`config.mk`:
```
export PLATFORM = sky130hd
export DESIGN_NAME = regfile_mp
export DESIGN_NICKNAME = d
export VERILOG_FILES = /design/src/rtl/regfile_pkg.sv /design/src/rtl/regfile_clr_seq.sv /design/src/rtl/regfile_mp.sv
export SDC_FILE = /design/constraint.sdc
export NUM_CORES = 2
export LEC_CHECK = 0
export ABC_CLOCK_PERIOD_IN_PS = 3800
export CORE_AREA = 2 2 320 401
export CTS_CLUSTER_SIZE = 20
export DETAILED_ROUTE_END_ITERATION = 8
export DIE_AREA = 0 0 322 403
export PLACE_DENSITY = 0.69
export SYNTH_ARGS = -nofsm -noshare
export SYNTH_HDL_FRONTEND = slang
export SYNTH_HIERARCHICAL = 1
export SYNTH_SLANG_ARGS = --single-unit
export TNS_END_PERCENT = 30
```
`constraint.sdc`:
```
create_clock -name clk -period 3.8 [get_ports clk]
set_input_delay 0.76 -clock clk [delete_from_list [all_inputs] [get_ports clk]]
set_output_delay 0.76 -clock clk [all_outputs]
set_load 0.05 [all_outputs]
```
`src/rtl/regfile_pkg.sv`:
```
// rtl/regfile_pkg.sv - shared types and constants for the multi-port register file (optional bypass: REGFILE_BYPASS_EN)
package regfile_pkg;

    typedef enum logic {
        RF_CLEAR = 1'b0,
        RF_RUN   = 1'b1
    } rf_state_t;

    localparam int RF_XLEN     = 32;
    localparam int RF_NREGS    = 32;
    localparam int RF_ZERO_REG = 0;

endpackage

```
`src/rtl/regfile_clr_seq.sv`:
```
// rtl/regfile_clr_seq.sv - post-reset clear sweep sequencer producing zeroing writes and ready
module regfile_clr_seq
    import regfile_pkg::*;
#(
    parameter int NREGS = RF_NREGS,
    parameter int AW    = $clog2(NREGS)
) (
    input  logic          clk,
    input  logic          rst,
    output logic          clr_we,
    output logic [AW-1:0] clr_addr,
    output logic          ready
);

    rf_state_t     state_q, state_d;
    logic [AW-1:0] idx_q, idx_d;

    // State and sweep index; reset restarts the sweep at entry 1 (x0 is never stored)
    always_ff @(posedge clk or posedge rst) begin
        if (rst) begin
            state_q <= RF_CLEAR;
            idx_q   <= AW'(1);
        end else begin
            state_q <= state_d;
            idx_q   <= idx_d;
        end
    end

    // Next state: step through every entry, leave CLEAR on the edge that clears the last one
    always_comb begin
        state_d = state_q;
        idx_d   = idx_q;
        if (state_q == RF_CLEAR) begin
            idx_d = idx_q + AW'(1);
            if (idx_q == AW'(NREGS - 1)) begin
                state_d = RF_RUN;
            end
        end
    end

    // Outputs are pure decodes of the registered state, so ready cannot glitch on write inputs
    always_comb begin
        clr_we   = (state_q == RF_CLEAR);
        clr_addr = idx_q;
        ready    = (state_q == RF_RUN);
    end

endmodule

```
`src/rtl/regfile_mp.sv`:
```
// rtl/regfile_mp.sv - NRD-read / 2-write register file with x0 hardwired to zero (optional bypass: REGFILE_BYPASS_EN)
module regfile_mp
    import regfile_pkg::*;
#(
    parameter int XLEN  = RF_XLEN,
    parameter int NREGS = RF_NREGS,
    parameter int NRD   = 2,
    parameter int AW    = $clog2(NREGS)
) (
    input  logic                clk,
    input  logic                rst,
    input  logic [NRD*AW-1:0]   rs_addr,
    output logic [NRD*XLEN-1:0] rs_data,
    input  logic                we0,
    input  logic [AW-1:0]       rd0,
    input  logic [XLEN-1:0]     wd0,
    input  logic                we1,
    input  logic [AW-1:0]       rd1,
    input  logic [XLEN-1:0]     wd1,
    output logic                ready
);

    logic          clr_we;
    logic [AW-1:0] clr_addr;

    logic [XLEN-1:0] mem_q [NREGS];
    logic [XLEN-1:0] mem_d [NREGS];
    logic [AW-1:0]   rd_addr [NRD];
    logic [XLEN-1:0] rd_val  [NRD];

    regfile_clr_seq #(
        .NREGS (NREGS),
        .AW    (AW)
    ) u_clr_seq (
        .clk      (clk),
        .rst      (rst),
        .clr_we   (clr_we),
        .clr_addr (clr_addr),
        .ready    (ready)
    );

    // Per-entry next value: sweep zeroing in CLEAR, otherwise load port overrides ALU port on collision
    always_comb begin
        for (int i = 0; i < NREGS; i++) begin
            mem_d[i] = mem_q[i];
            if (i == RF_ZERO_REG) begin
                mem_d[i] = '0;
            end else if (clr_we && (clr_addr == AW'(i))) begin
                mem_d[i] = '0;
            end else if (ready) begin
                if (we1 && (rd1 == AW'(i))) begin
                    mem_d[i] = wd1;
                end else if (we0 && (rd0 == AW'(i))) begin
                    mem_d[i] = wd0;
                end
            end
        end
    end

    // Array storage; no reset because the sweep rewrites every entry before RUN is reached
    always_ff @(posedge clk) begin
        for (int i = 0; i < NREGS; i++) begin
            mem_q[i] <= mem_d[i];
        end
    end

    // Read muxes: zero in CLEAR and for x0, optional same-cycle forwarding of in-flight writes
    always_comb begin
        rs_data = '0;
        for (int k = 0; k < NRD; k++) begin
            rd_addr[k] = rs_addr[k*AW +: AW];
            rd_val[k]  = '0;
            if (ready && (rd_addr[k] != AW'(RF_ZERO_REG))) begin
                rd_val[k] = mem_q[rd_addr[k]];
`ifdef REGFILE_BYPASS_EN
                if (we0 && (rd0 == rd_addr[k])) begin
                    rd_val[k] = wd0;
                end
                if (we1 && (rd1 == rd_addr[k])) begin
                    rd_val[k] = wd1;
                end
`endif
            end
            rs_data[k*XLEN +: XLEN] = rd_val[k];
        end
    end

endmodule

```
==> qor.yml <==
worst_setup_path:
  cp_data_required_time_ps: 3040
  crit_path_frequent_cell: "buf_12"
  critPathLaunchType: "input port"
  worstSetupPathType: "input port to primary output"
  crit_fanout: 18
  arrival_ps: 3130
  cpMaxStageDelayCell: "a222oi_1"
  path_cells: "buf_12 > buf_12 > mux4_2 > nand2b_1 > nand4_1 > a222oi_1 > bufbuf_16"
  reg2reg_setup_slack_ps: 640
  cp-end-kind: "primary output"
  cpPeakStageDelay_ps: 990
flow_run:
  max-cap-violations: 0
placement:
  portBuffers: 152
  pre_cts_ws_ps: -237.3
  routabilityCongestion: 0.9979
  dp_hpwl_um: 163800
  place_inst: 7715
die:
  die_area_um2: 129800
  die_x_um: 322
  fp.dieH_um: 403
  pin_count: 153
  core_area_um2: 126000
  placementRows: 146
  initial_utilization_pct: 49.56
yosys:
  synth_edf_count: 992
  synth_cells: 6194
  synth_top_area_share_pct: 47.69
  synth_seq_cells: 998
  synth_area_leader_cell: "edfxtp_1"
  synth.top_cells.by_count: "2050 x nand2_1, 1008 x a21oi_1, 992 x edfxtp_1"
  syn_area_um2: 62470
  synth_area_per_cell_um2: 10.09
  synthArstFlopShare_pct: 0.6012
  synth_cell_types: 69
  synth_nets: 6284
  yosysMostFrequentCell: "nand2_1"
  ys_seq_area_share_pct: 47.93
  ys.flop_type: "edfxtp_1"
  ys_top_cells_by_area: "edfxtp_1 48%, mux4_2 13%, nand2_1 12%"
  yosys_warnings: 6
finish:
  fin_util_pct: 57.60
  layout.nets: 6305
  finalNonFillerCells: 7933
  area_delta_synth_final_pct: 16.22
  layout-drive-gt1-share_pct: 21.26
global_routing:
  grt_start_max_net_pins: 61
  grt_pass1_wl_um: 385400
  grt_pass1_vias: 56912
  grt-ovfl-total: 0
  track_usage_pct: 41.28
  antenna_found_initial: 3
route:
  top_layer: "met5"
  wl_met1_um: 83280
  wl_um: 271600
  drc: 14
  drt_pass1_iterations: 9
  route.met3.wl_um: 47880
  postRouteAntennaNets: 0
  post_drt_wl_per_cell_um: 34.24
  drtIter0Drc: 11451
  wl_met2_um: 113900
  vias: 57196
  via_per_inst: 7.210
clock_network:
  cts_tree: "built"
  path_clk_slew_ps: 50
  cts_made_buffers: 108
  cts_sinks: 998
  htree_levels: 3
  clockBufferDepth: 3
  clk_latency_ps: 760
  cts-hold-fix-buffers: 0
  clock-root-buffer: "clkbuf_16"
timing:
  rsz0062_at_grt: "yes"
  relSlewSlack_pct: 7.980
  fmax_ghz: 0.2570
  min_period_ps: 3892
  finClkSkew_ps: 15.89
  slew_viol_final: 0
  min_period_over_period_pct: 102.4
  fin_ws_ps: -91.51
  finalSetupViolCount: 7
  worst_slew_pin_slew_ps: 1375
  final_hold_viol_count: 0
  holdWs_ps: 230.6
run_status:
  status: "complete, but fails checks"
  violations: "DRC, setup timing"
power_and_ir_drop:
  power.density_nw_per_um2: 381.3
  p_leak_nw: 26.06
  pwr-share-seq_pct: 44.7
  p_clk_share_pct: 38.2
  sw_frac_of_total_pct: 27.67
  ir_worst_vdd_v: 0.0003401
  p_comb_share_pct: 17.2
  p_switching_w: 0.007662
  internal_power_w: 0.02002
  p_total_w: 0.02769
hold_path:
  min_path_type: "input port to asynchronous set/reset pin"
[flip-flops by register name (all words and copies together) (netlist names)]
signal / flops
u_clr_seq/ready: 1
u_clr_seq/clr_addr: 5
mem_q: 992
[timing repair]
action                     CTS  global route
setup buffers                0            14
cloned                       0             4
pin swaps                    2             2
resized for setup           27            46
setup endpoints to repair   34            42
[cell usage in the layout (no fill, tap or decap), drive strengths merged, types with 14 or more instances in the layout]
cell type      netlist  final
a221oi              30     30
nand2b              43     43
mux4               352    352
and2                32     32
nand2             2050   2050
o22ai               36     36
nand4               22     22
edfxtp             992    992
nor2               150    150
a2111oi             20     20
mux2i              273    273
nor2b               14     14
clkbuf             499    147
a211oi              28     28
buf                204    526
nor4                56     56
clkdlybuf4s50        0     79
clkinv               0     42
o221a               28     28
a222oi              19     19
o21ai               86     86
a21oi             1008   1008
a22oi               24     24
mux2               101    101
a221o               35     35
[kinds of logic (layout without fill, tap and decap cells)]
logic type | Yosys count | after routing | synth area share, %
mux | 726 | 726 | 18.90
flops | 998 | 998 | 47.93
fa+ha+maj | 2 | 2 | 0.04005
buf+inv | 710 | 819 | 5.288
simple gates | 2416 | 2416 | 15.56
compound gates | 1339 | 1339 | 12.24
xor+xnor | 3 | 3 | 0.05409
other cells | 0 | 2 | 0
[metal layers]
metal / vias to the layer above / track usage (%)
li1: 22506 / -
met1: 27282 / 49.99
met2: 5911 / 59.10
met3: 1493 / 15.43
met4: 4 / 32.78
met5: - / 0
[worst max-delay path: cells and delay by family]
family | cells | cell delay (ps)
AOI/OAI and AO/OA | 1 | 990
buffers and inverters | 3 | 890
muxes | 1 | 250
and+or+nand+nor | 2 | 220
[path summary, 6_finish.rpt]
check | depth (start not counted) | endpoint | startpoint
hold reg to reg | 1 | u_clr_seq/clr_addr[0]$_DFFE_PP1N_ | u_clr_seq/clr_addr[0]$_DFFE_PP1N_
setup / recovery | 7 | rs_data[49] | rs_addr[6]
hold / removal | 2 | u_clr_seq/ready$_DFF_PP0_ | rst
min in group clk | 1 | u_clr_seq/clr_addr[0]$_DFFE_PP1N_ | u_clr_seq/clr_addr[0]$_DFFE_PP1N_
setup reg to reg | 6 | mem_q[13][20]$_SDFFCE_PP0P_ | u_clr_seq/ready$_DFF_PP0_
max in group asynchronous | 2 | u_clr_seq/clr_addr[0]$_DFFE_PP1N_ | rst
[power by group through the flow]
stage	logic [W]	clock network [W]	registers (W)
floorplan	0.00259	0	0.0126
global placement	0.00438	0	0.0126
detailed placement	0.00445	0	0.0126
CTS	0.00450	0.0105	0.0124
global route	0.00488	0.0109	0.0124
finish	0.00475	0.0106	0.0124
[final cells by class]
| type | count | area, um2 |
|---|---|---|
| fill | 10388 | 53450 |
| multi-input combinational | 4486 | 30460 |
| sequential | 998 | 29940 |
| timing repair buffer | 614 | 6765 |
| clock buffer | 142 | 2873 |
| tap | 1628 | 2037 |
| clock inverter | 56 | 488.0 |
| inverter | 7 | 26.28 |
| antenna | 2 | 5.005 |
[metrics by stage]
stage,instance area [um2],TNS (ps)
6_report,72600,-274.0
2_1_floorplan,62680,-144850
5_1_grt,72600,-286.5
3_5_place_dp,68580,-2072
4_1_cts,72090,-0.8602
3_3_place_gp,68580,-1988
No activity file was read; power rests on OpenSTA's default activity.
